### src/rtl/bru_pkg.sv
// Shared types and constants for the branch resolution unit.
package bru_pkg;

  typedef enum logic [0:0] {
    IDLE  = 1'b0,
    REDIR = 1'b1
  } bru_state_e;

  localparam int unsigned PC_STEP = 4;

  // Conditional-branch funct3 encodings; 3'b010 and 3'b011 are undefined.
  localparam logic [2:0] F3_BEQ  = 3'b000;
  localparam logic [2:0] F3_BNE  = 3'b001;
  localparam logic [2:0] F3_BLT  = 3'b100;
  localparam logic [2:0] F3_BGE  = 3'b101;
  localparam logic [2:0] F3_BLTU = 3'b110;
  localparam logic [2:0] F3_BGEU = 3'b111;

endpackage

### src/rtl/bru_ctrl_blu.sv
// Branch logic unit: evaluates a conditional-branch compare selected by funct3.
module blu
  import bru_pkg::*;
#(
  parameter int XLEN = 64
) (
  input  logic [XLEN-1:0] rs1,
  input  logic [XLEN-1:0] rs2,
  input  logic [2:0]      funct3,
  output logic            taken
);

  // Undefined encodings resolve as not taken.
  always_comb begin
    taken = 1'b0;
    case (funct3)
      F3_BEQ:  taken = (rs1 == rs2);
      F3_BNE:  taken = (rs1 != rs2);
      F3_BLT:  taken = ($signed(rs1) <  $signed(rs2));
      F3_BGE:  taken = ($signed(rs1) >= $signed(rs2));
      F3_BLTU: taken = (rs1 <  rs2);
      F3_BGEU: taken = (rs1 >= rs2);
      default: taken = 1'b0;
    endcase
  end

endmodule

### src/rtl/bru_ctrl.sv
// Branch resolution controller: resolves control transfers in EX, redirects fetch on
// mispredictions, pulses predictor updates and keeps performance counters.
module bru_ctrl
  import bru_pkg::*;
#(
  parameter int XLEN  = 64,
  parameter int CNT_W = 32
) (
  input  logic             clk,
  input  logic             rst,
  input  logic             ex_valid,
  output logic             ex_ready,
  input  logic             ex_is_jal,
  input  logic             ex_is_jalr,
  input  logic [2:0]       ex_funct3,
  input  logic [XLEN-1:0]  ex_rs1,
  input  logic [XLEN-1:0]  ex_rs2,
  input  logic [XLEN-1:0]  ex_pc,
  input  logic [XLEN-1:0]  ex_imm,
  input  logic             ex_pred_taken,
  input  logic [XLEN-1:0]  ex_pred_target,
  output logic [XLEN-1:0]  ex_link,
  input  logic             trap_flush,
  output logic             redir_valid,
  output logic [XLEN-1:0]  redir_pc,
  input  logic             redir_ready,
  output logic             flush,
  output logic             upd_valid,
  output logic [XLEN-1:0]  upd_pc,
  output logic [XLEN-1:0]  upd_target,
  output logic             upd_taken,
  output logic [CNT_W-1:0] cnt_branch,
  output logic [CNT_W-1:0] cnt_mispred
);

  bru_state_e      state;
  logic            blu_taken;
  logic            actual_taken;
  logic [XLEN-1:0] actual_target;
  logic [XLEN-1:0] jalr_sum;
  logic [XLEN-1:0] next_pc;
  logic            mispred;
  logic            accept;

  blu #(.XLEN(XLEN)) u_blu (
    .rs1    (ex_rs1),
    .rs2    (ex_rs2),
    .funct3 (ex_funct3),
    .taken  (blu_taken)
  );

  assign ex_link     = ex_pc + XLEN'(PC_STEP);
  assign jalr_sum    = ex_rs1 + ex_imm;
  assign ex_ready    = (state == IDLE);
  assign redir_valid = (state == REDIR);
  assign accept      = ex_valid & ex_ready & ~trap_flush;

  // Outcome, target and misprediction for the instruction currently in EX.
  always_comb begin
    actual_taken  = 1'b0;
    actual_target = ex_pc + ex_imm;
    if (ex_is_jal || ex_is_jalr) begin
      actual_taken = 1'b1;
    end else begin
      actual_taken = blu_taken;
    end
    if (ex_is_jalr) begin
      actual_target = {jalr_sum[XLEN-1:1], 1'b0};
    end else begin
      actual_target = ex_pc + ex_imm;
    end
    next_pc = actual_taken ? actual_target : ex_link;
    mispred = (actual_taken != ex_pred_taken) ||
              (actual_taken && (actual_target != ex_pred_target));
  end

  // Redirect FSM, one-cycle flush/update pulses, update payload and counters.
  always_ff @(posedge clk or posedge rst) begin
    if (rst) begin
      state       <= IDLE;
      redir_pc    <= '0;
      flush       <= 1'b0;
      upd_valid   <= 1'b0;
      upd_pc      <= '0;
      upd_target  <= '0;
      upd_taken   <= 1'b0;
      cnt_branch  <= '0;
      cnt_mispred <= '0;
    end else begin
      flush     <= 1'b0;
      upd_valid <= 1'b0;
      if (trap_flush) begin
        state <= IDLE;
      end else begin
        case (state)
          IDLE: begin
            if (accept) begin
              upd_valid  <= 1'b1;
              upd_pc     <= ex_pc;
              upd_target <= actual_target;
              upd_taken  <= actual_taken;
              cnt_branch <= cnt_branch + CNT_W'(1);
              if (mispred) begin
                state       <= REDIR;
                redir_pc    <= next_pc;
                flush       <= 1'b1;
                cnt_mispred <= cnt_mispred + CNT_W'(1);
              end
            end
          end
          REDIR: begin
            if (redir_ready) begin
              state <= IDLE;
            end
          end
          default: state <= IDLE;
        endcase
      end
    end
  end

endmodule

### config.mk
export PLATFORM = sky130hd
export DESIGN_NAME = bru_ctrl
export DESIGN_NICKNAME = d
export VERILOG_FILES = /design/src/rtl/bru_pkg.sv /design/src/rtl/bru_ctrl_blu.sv /design/src/rtl/bru_ctrl.sv
export SDC_FILE = /design/constraint.sdc
export NUM_CORES = 1
export LEC_CHECK = 0
export ABC_AREA = 1
export BUFFER_PORTS_ARGS = -buffer_cell sky130_fd_sc_hd__buf_4
export CAP_MARGIN = 20
export CORE_MARGIN = 2
export CORE_UTILIZATION = 43
export CTS_CLUSTER_DIAMETER = 40
export DETAILED_ROUTE_END_ITERATION = 7
export GPL_ROUTABILITY_DRIVEN = 0
export PLACE_DENSITY = 0.66
export SYNTH_ARGS = -nofsm -noshare
export SYNTH_HDL_FRONTEND = slang
export SYNTH_SLANG_ARGS = --single-unit
### constraint.sdc
create_clock -name clk -period 9.61 [get_ports clk]
set_input_delay 0.961 -clock clk [delete_from_list [all_inputs] [get_ports clk]]
set_output_delay 0.961 -clock clk [all_outputs]
set_load 0.05 [all_outputs]
==> Word-level counts from Yosys, hierarchy flattened <==
Cells that the tools add are included.
{ "word_totals": {"register_bits": 260, "input_bits": 331, "out_inout_bits": 325, "elab_cells": 51} }
{ "op_classes": {"add_sub_neg": 5, "order_cmp": 4, "n_eq_ne": 9, "n_mux": 14, "n_bitwise": 4, "n_reduce_logical": 6} }
{ "op_table": {"columns": ["op", "n"], "rows": [
  ["64-bit adder", 2],
  ["64-bit >= comparator", 2],
  ["64-bit < comparator", 2],
  ["64-bit 2-to-1 mux", 2],
  ["64-bit != test", 2],
  ["32-bit by 1-bit adder with 32-bit output, second input constant", 2],
  ["64-bit by 3-bit adder with 64-bit output, second input constant", 1],
  ["64-bit == test", 1],
  ["3-bit == test, second input constant", 4],
  ["1-bit 2-to-1 mux", 10],
  ["1-bit case mux with 6 select lines", 1],
  ["4-bit AND reduction", 1],
  ["3-bit by 1-bit == test with 1-bit output, second input constant", 1],
  ["3-bit zero test", 1],
  ["3-bit AND reduction", 1],
  ["1-bit AND", 2],
  ["1-bit logical OR", 2],
  ["1-bit inverter", 2],
  ["1-bit case mux with 2 select lines", 1],
  ["1-bit logical AND", 1],
  ["1-bit != test", 1]
]} }

==> Depth between registers and ports, before layout <==
Gate-level depths: netlist of the first run.
{ "logic_depth": {"ltp_word": 9, "mapped_depth": 30, "ltp_nobuf": 28} }

==> Hierarchy <==
From an unflattened synthesis of the first run, not the netlist that was laid out.
{ "hier_totals": {"cells_unflattened": 4878, "hier_area_um2": 28064.4} }
{ "by_module_without_submodules": {"columns": ["module", "n_inst", "cells_per_inst", "area_per_inst_um2", "seq_area_each_um2"], "rows": [
  ["bru_ctrl", 1, 4571, 26240.2, 6506.2],
  ["blu", 1, 307, 1824.2, 0.0]
]} }

==> Worst setup path before layout of the first run <==
No wires, ideal clock.
{ "synth_path": {"kind": "input -> output", "from": "input ex_pc[2]", "to": "output ex_link[60]", "t_arrival_ns": 3.338, "t_required_ns": 8.649, "path_slack_ns": 5.311, "cell_stages": 8, "n_path_buf": 0, "cell_sequence": "ha_1 nand3_1 nor2_1 nand3_1 nor3_1 nor4b_1 nand3_1 xor2_1"} }
{ "synth_between": {"elab_chain_len": 1} }
{ "synth_rtl": {"columns": ["element", "line_no", "text"], "rows": [
  ["start: declaration", "bru_ctrl.sv:18", "input logic [XLEN-1:0] ex_pc,"],
  ["64-bit by 3-bit adder with 64-bit output", "bru_ctrl.sv:52", "assign ex_link = ex_pc + XLEN'(PC_STEP);"],
  ["end: declaration", "bru_ctrl.sv:22", "output logic [XLEN-1:0] ex_link,"]
]} }
Every way passes these cells.

==> Worst setup path in the final report of the first run <==
{ "layout_path": {"from": "input ex_pc[0]", "to": "register redir_pc[44]"} }
{ "layout_between": {"elab_chain_len": 6, "elab_cells_between_ends": 8, "cone_classes": "add/sub (2); eq/ne (1); mux (2); reduce/logical (3)"} }
{ "layout_rtl": {"columns": ["element", "line_no", "text"], "rows": [
  ["64-bit adder", "bru_ctrl.sv:70", "actual_target = ex_pc + ex_imm;"],
  ["64-bit 2-to-1 mux", "bru_ctrl.sv:67", "if (ex_is_jalr) begin"],
  ["64-bit != test", "bru_ctrl.sv:74", "(actual_taken && (actual_target != ex_pred_target));"],
  ["1-bit logical AND", "bru_ctrl.sv:74", null],
  ["1-bit logical OR", "bru_ctrl.sv:73", "mispred = (actual_taken != ex_pred_taken) ||"],
  ["4-bit AND reduction (no source line)", null, null],
  ["end signal: assignment", "bru_ctrl.sv:105", "redir_pc <= next_pc;"],
  ["end: declaration", "bru_ctrl.sv:25", "output logic [XLEN-1:0] redir_pc,"]
]} }
Parallel ways exist; a longest one is shown, timed or not.
A chain may end at the register's enable or synchronous reset.

==> results of run 1 <==
[logic make-up after synthesis]
kind of cell	Yosys count	synth area share (%)
xor gates and xnor gates	125	3.873
buffers and inverters	912	12.40
and+or+nand+nor	2975	44.45
AOI/OAI and AO/OA	408	7.618
DFF	260	23.02
adders and majority gates	194	8.641
[worst max path at each step]
stage / end / depth (start not counted) / slack (ns) / start
after floorplan: cnt_branch[0]$_DFFE_PP0P_ / 1 / 1.49 / rst
after global placement: redir_pc[62]$_DFFE_PP0P_ / 28 / 3.51 / ex_pc[0]
after detailed placement: redir_pc[44]$_DFFE_PP0P_ / 28 / 3.50 / ex_pc[0]
after CTS: redir_pc[42]$_DFFE_PP0P_ / 28 / 4.09 / ex_pc[0]
after global routing: cnt_mispred[8]$_DFFE_PP0P_ / 28 / 3.70 / ex_pc[0]
final: redir_pc[44]$_DFFE_PP0P_ / 28 / 3.91 / ex_pc[0]
[flip-flops by register name, summed over array words and instances (netlist names)]
register     flops
cnt_branch      32
cnt_mispred     32
flush            1
redir_pc        64
redir_valid      1
upd_pc          64
upd_taken        1
upd_target      64
upd_valid        1
[cell usage after synthesis, drive strengths merged (50+ instances only)]
| library cell | number |
|---|---|
| nand4 | 75 |
| dfrtp | 260 |
| buf | 50 |
| o21ai | 191 |
| inv | 815 |
| nor2 | 382 |
| ha | 192 |
| a21oi | 166 |
| nor3 | 76 |
| nand3 | 479 |
| xor2 | 101 |
| nand2 | 1872 |
[power by group through the flow]
stage               logic [µW]  registers [µW]  clock network [µW]
finish                    2670            1420                1230
global route              2840            1440                1280
CTS                       2620            1420                1240
detailed placement        2620            1440                   0
global placement          2600            1430                   0
floorplan                 1030            2050                   0
[layout make-up]
type / count / area (µm²) / area share [%]
multi-input cells: 3702 / 18270 / 52.14
well taps: 855 / 1070 / 3.053
repair buffers: 666 / 5000 / 14.27
inverters: 821 / 3094 / 8.831
flip-flops and latches: 260 / 6506 / 18.57
clock buffers: 38 / 832.0 / 2.375
diodes: 15 / 37.54 / 0.1071
clock inverters: 18 / 229.0 / 0.6535
[worst register-to-register path, stage by stage (launching register included)]
cell      delay, ns
dfrtp_1        0.42
nor3_4         0.19
buf_4          0.52
nand2_1        0.22
nor2_1         0.21
nand4_1        0.13
nand3b_1       0.23
nor3_1         0.17
nand2_1        0.11
nor3_1         0.36
nand4_1        0.21
nor3_1         0.27
nand4_1        0.15
xor2_1         0.16
[cells in the final DEF (no fill, tap or decap), types with 4 or more instances in the layout]
cell type  instances
nor2_1           363
diode_2           15
nand2_2           26
or2_2              5
o21ai_0          188
clkinv_1           6
nor4_1            23
bufinv_16          4
dfrtp_1          260
ha_1             192
o21bai_1          20
or2_1              6
nand3_1          470
nand3_2            9
buf_4            666
a31oi_1           22
xnor2_1           24
clkbuf_16         31
xor2_1           101
clkbuf_1           4
clkinv_2           4
o21a_1             4
nand2_1         1844
nor2_2            19
a21oi_1          163
inv_2             14
nand3b_1          47
nor3_1            71
inv_1            799
nand4_1           75
[routing by layer]
layer / GRT usage (%) / vias to the layer above / wire (µm)
li1: - / 16570 / -
met3: 5.750 / 369 / 12800
met2: 57.79 / 1798 / 56340
met4: 18.21 / 12 / 7636
met1: 49.83 / 15590 / 53600
met5: 0 / - / 72
[per-stage QoR]
stage	instance area (µm²)	cells	setup WS (ns)	power, µW	util (%)
5_1_grt	35030	6372	3.696	5561	54.15
2_1_floorplan	28270	4874	1.494	3084	-
3_3_place_gp	33940	6304	3.514	4033	52.46
4_1_cts	35000	6360	4.086	5283	54.10
6_report	35040	6375	3.908	5317	54.16
3_5_place_dp	33940	6304	3.503	4056	52.46
==> summary.txt, run 1 <==
Timing
  – Fmax: 175.4 MHz
  – Hold_ws: 0.4726 ns
  – Setup tns final: 0 ns
  – Unrepaired setup endpoints after global routing: false
  – Slew headroom: 31.42%
  – Setup-failing EPs final: 0
  – Skew final: 0.01153 ns
  – Worst-margin pin slew: 1.029 ns
  – Max Slew Vio Count: 0
  – Final hold vios: 0
  – Shortest period the worst path allows: about 5.7 ns
  – Tcrit/Tclk final: 59.34%

Clocking
  – CTS root buf: clkbuf_16
  – Post-CTS Hold Fix Bufs: 0
  – CTS tree: yes
  – Total CTS buffers: 30
  – Clock H-tree levels: 1
  – Worst-Skew Late Latency: between 0.5 and 0.6 ns
  – Post-cts resize count: 0
  – Clock Sinks: 260
  – Post-CTS Setup Bufs: 0
  – Clock tree buffer depth: 3
  – CTS clk-pin slew, worst paths: 0.06 ns

Yosys
  – Syn_nets: ~5400
  – Ys flop type: dfrtp_1
  – Fraction of registers with async set or reset after synthesis: 100.0%
  – Post-Synthesis Cells: 4874
  – Synthesized area: 28270 µm²
  – Synth top area share: 24.49%
  – Synth area leader: nand2_1
  – Sequential fraction of the synthesis area: 23.02%
  – Yosys warnings: 0
  – Avg Cell Area, Syn: 5.799 µm²
  – Yosys cell types: 47
  – Yosys reg bits: 260
  – Number of synthesized flops with an enable pin: 0
  – Ranking of synthesized cells by area: nand2_1 (24%), dfrtp_1 (23%), inv_1 (11%), ha_1 (8.5%), nand3_1 (8.3%)

Worst setup path
  – Delay-heaviest family, CP: simple AND/OR/NAND/NOR gates
  – End of the worst register-to-register path: cnt_branch[30]$_DFFE_PP0P_
  – Worst r2r src: redir_valid$_DFF_PP0_
  – Worst path slowest cell: nand2_4
  – Flop2flop setup slack: 6.16 ns
  – Worst setup SP type: primary input
  – Max incr delay on CP: 0.69 ns
  – Worst path buffer plus inverter count: 4
  – CP Capture Type: flip-flop
  – Critical Path Fanout Max: 71
  – Req. time, crit path: slightly above 10 ns
  – R2R depth: 13
  – CP Class: primary input to flip-flop
  – Top cell by count, worst path: nand2_1
  – WP data arrival: 6.21 ns

Run
  – Max-Cap Viols: 0

Die
  – IO Pins: 656
  – Die width: 260.4 µm
  – Die outline height: 260.4 µm
  – Site Rows: 93
  – Area of the die: 67800 µm²
  – Initial Util: roughly 44%
  – Core ar.: roughly 65000 µm²

Power
  – Seq pwr share: between 20% and 30%
  – Internal Pwr Total: 2767 µW
  – Combinational power share: 50.1%
  – Clock power frac: 23.1%
  – NetSw: 2550 µW
  – Switching share of power: between 40% and 50%
  – Leak: 0.02038 µW
  – Pwr Density: approximately 150 nW/µm²
  – IR drop worst, VDD: 0.1191 mV

GRT
  – First-pass GRT wire length: between 150 and 200 mm
  – GRT Residual Overflow: 0
  – Largest net degree at the start of global routing: 140
  – Total track usage: 37.03%
  – Initial antenna violation count: 20
  – Number of global-route vias before repair: 31050

Min path
  – Worst Hold End: redir_pc[45]$_DFFE_PP0P_
  – Min-Delay Path Depth: 2
  – Tightest Hold Check Type: flip-flop to flip-flop
  – Worst Hold Launch: redir_pc[45]$_DFFE_PP0P_

Cells and area
  – Final nets: between 6000 and 7000
  – Layout cells sized above 1: 14.64%
  – Filler cells: 6883
  – Area delta synth->final: 23.97%

Route
  – Vias per cell: 5.386
  – Initial DRC Count: about 4400
  – Drc violations: 0
  – Wire length per cell: just over 20 µm
  – Post-route ant nets: 0
  – Final WL: 130.5 mm
  – Vias: around 34000
  – Pre-Repair DR Iteration Count: 6

Placement
  – Port bufs: 655
  – DP HPWL: 110.7 mm

Status
  – Status: finished, final reports clean
Power figures use the tool's default switching activity.
==> run 2: changes to the inputs <==
ABC_AREA = 0   (was 1)
CORE_AREA = 2 2 255 257   (was not set)
CORE_MARGIN = not set   (was 2)
CORE_UTILIZATION = not set   (was 43)
DIE_AREA = 0 0 257 259   (was not set)
PLACE_DENSITY = not set   (was 0.66)
clock period = 5.9 ns   (was 9.61 ns; I/O delays follow)
==> run 2 against run 1 <==
  * Global-route usage fell by 5.6 points
  * Area after synthesis fell by 14%
  * Sequential power is 66% higher
  * Via count down 23%
  * Worst hold slack got worse by 0.30 ns
  * Design area is 11% lower
==> summary.txt, run 2 <==
Status
  – Status: finished, final reports clean

Die
  – Area of the die: 66560 µm²
  – Initial Util: 37.96%
  – Site Rows: 93
  – Core ar.: 63880 µm²
  – Die outline height: 259 µm
  – Die width: 257 µm
  – IO Pins: 656

Placement
  – Worst slack, placed: -0.01515 ns
  – Port bufs: 655
  – DP HPWL: 92.79 mm
  – Placed insts: 4573

Yosys
  – Syn_nets: 3673
  – Yosys reg bits: 260
  – Synth top area share: between 20% and 30%
  – Yosys warnings: 0
  – Synth area leader: dfrtp_1
  – Synthesized area: 24250 µm²
  – Count leader, synth: nand2_1
  – Most frequent cells after synthesis: nand2_1 (559), dfrtp_1 (260), o21ai_0 (258), a21oi_1 (210), nor2_1 (206)
  – Yosys cell types: 85
  – Fraction of registers with async set or reset after synthesis: 100.0%
  – Post-Synthesis Cells: 3148
  – Number of synthesized flops with an enable pin: 0
  – Ranking of synthesized cells by area: dfrtp_1 (27%), ha_1 (9.9%), nand2_1 (8.7%), xnor2_1 (6.3%), o21ai_0 (5.3%)
  – Avg Cell Area, Syn: 7.704 µm²
  – Ys flop type: dfrtp_1
  – Sequential fraction of the synthesis area: 26.83%

Route
  – Drc violations: 0
  – Vias: 26560
  – Final WL: 110.3 mm
  – Wire length per cell: 23.77 µm
  – Post-route ant nets: 0
  – Pre-Repair DR Iteration Count: 5
  – Vias per cell: 5.721
  – Initial DRC Count: 3048

Worst setup path
  – Worst setup SP type: primary input
  – CP Class: primary input to flip-flop
  – CP Capture Type: flip-flop
  – WP data arrival: 5.79 ns
  – Req. time, crit path: around 6.3 ns
  – Critical Path Fanout Max: 35

Clocking
  – CTS clk-pin slew, worst paths: 0.07 ns
  – Total CTS buffers: 31
  – Clock Sinks: 260
  – Clock H-tree levels: 1
  – Worst-Skew Late Latency: ~0.57 ns
  – CTS tree: yes
  – Post-CTS Setup Bufs: 0
  – Post-cts resize count: 0
  – Post-CTS Hold Fix Bufs: 1
  – Clock tree buffer depth: 3
  – CTS root buf: clkbuf_16

Cells and area
  – Final nets: 4277
  – Final core utilization: 48.97%
  – Leading cell types in the layout, fill and taps excluded: buf_4 (725), nand2_1 (559), dfrtp_1 (260)
  – Cell Count, Final, Fillers Out: 4642
  – Commonest non-fill, non-tap cell in the layout: buf_4
  – Layout cells sized above 1: 21.80%
  – Area delta synth->final: 28.99%
  – Biggest regs: redir_pc (64), upd_pc (64), upd_target (64)

Timing
  – Skew final: roughly 0.014 ns
  – Shortest period the worst path allows: 5.351 ns
  – Tcrit/Tclk final: slightly above 90%
  – Setup-failing EPs final: 0
  – Final hold vios: 0
  – Worst-margin pin slew: 1.056 ns
  – Max Slew Vio Count: 0
  – Unrepaired setup endpoints after global routing: false
  – Slew headroom: 29.62%
  – Worst setup margin: roughly 0.55 ns
  – Fmax: 186.9 MHz
  – Setup tns final: 0 ns

Power
  – IR drop worst, VDD: 0.1916 mV
  – Pwr Density: around 280 nW/µm²
  – Pwr Total: 8880 µW
  – Leak: around 0.015 µW

GRT
  – Total track usage: 31.48%
  – Initial antenna violation count: 17
  – Number of global-route vias before repair: 24480
  – Largest net degree at the start of global routing: approximately 160
  – GRT Residual Overflow: 0
  – First-pass GRT wire length: about 160 mm

Min path
  – Tightest Hold Check Type: primary input to flip-flop

Run
  – Max-Cap Viols: 0
==> run 2: power breakdown <==
| part | switching (µW) | internal (µW) | total [µW] |
|---|---|---|---|
| Sequential | 248 | 2110 | 2360 |
| Combinational | 3150 | 1440 | 4580 |
| Clock | 842 | 1100 | 1940 |
==> run 2: per-stage QoR <==
stage,area [µm²],hold WS (ns)
floorplan,24260,0.6531
global placement,30210,0.4599
detailed placement,30210,0.4619
CTS,31260,0.1521
global route,31280,0.1687
finish,31280,0.1691
==> run 2: path summary, 6_finish.rpt <==
kind,startpoint,endpoint,slack (ns),cells after the start
min in group asynchronous,rst,cnt_branch[11]$_DFFE_PP0P_,0.57,3
max reg2reg,redir_valid$_DFF_PP0_,cnt_mispred[29]$_DFFE_PP0P_,3.10,8
min reg2reg,upd_pc[34]$_DFFE_PP0P_,upd_pc[34]$_DFFE_PP0P_,0.47,2
max in group asynchronous,rst,upd_target[1]$_DFFE_PP0P_,4.05,4
max,ex_pc[22],cnt_mispred[29]$_DFFE_PP0P_,0.55,18
min,trap_flush,redir_valid$_DFF_PP0_,0.17,2
==> run 2: critical path, cell delays in order <==
cell and delay [ns]:
buf_4 0.16, ha_1 0.41, a21oi_1 0.26, o21ai_0 0.19, a21oi_1 0.41, a31oi_1 0.23
or3_1 0.58, o21ai_2 0.29, mux2i_1 0.44, o211ai_1 0.15, nor4_1 0.47, nand4b_1 0.18
nor4_1 0.34, o2111ai_1 0.25, o211ai_4 0.29, buf_12 0.27, nor4_1 0.10, xor2_1 0.17
==> run 2: cell families (layout without fill, tap and decap cells) <==
| kind of cell | count (synthesis) | in the layout | synth area share [%] |
|---|---|---|---|
| adders and majority gates | 194 | 194 | 10.07 |
| buffers and inverters | 281 | 909 | 4.705 |
| AOI/OAI and AO/OA | 846 | 846 | 22.03 |
| DFF | 260 | 260 | 26.83 |
| muxes | 54 | 54 | 2.275 |
| and+or+nand+nor | 1228 | 1228 | 23.62 |
| xor gates and xnor gates | 285 | 285 | 10.46 |
| other | 0 | 11 | 0 |
==> run 2: metal layers <==
layer | wire length [µm] | GRT usage [%] | share of wire (%) | vias up
met2 | 49890 | 50.65 | 45 | 1176
met4 | 4231 | 11.58 | 3.8 | 10
met1 | 47770 | 43.34 | 43 | 12640
li1 | - | - | - | 12540
met5 | 77 | 0 | 0.070 | -
met3 | 8361 | 3.827 | 7.6 | 196
==> run 2: area by class of cell <==
class                   count  area, µm²
inverters                 121      457.9
clock inverters            17      178.9
clock buffers              40      859.6
well taps                 855       1070
diodes                     11      27.53
repair buffers            731       5553
multi-input cells        2607      16630
flip-flops and latches    260       6506
fillers                  6435      32600
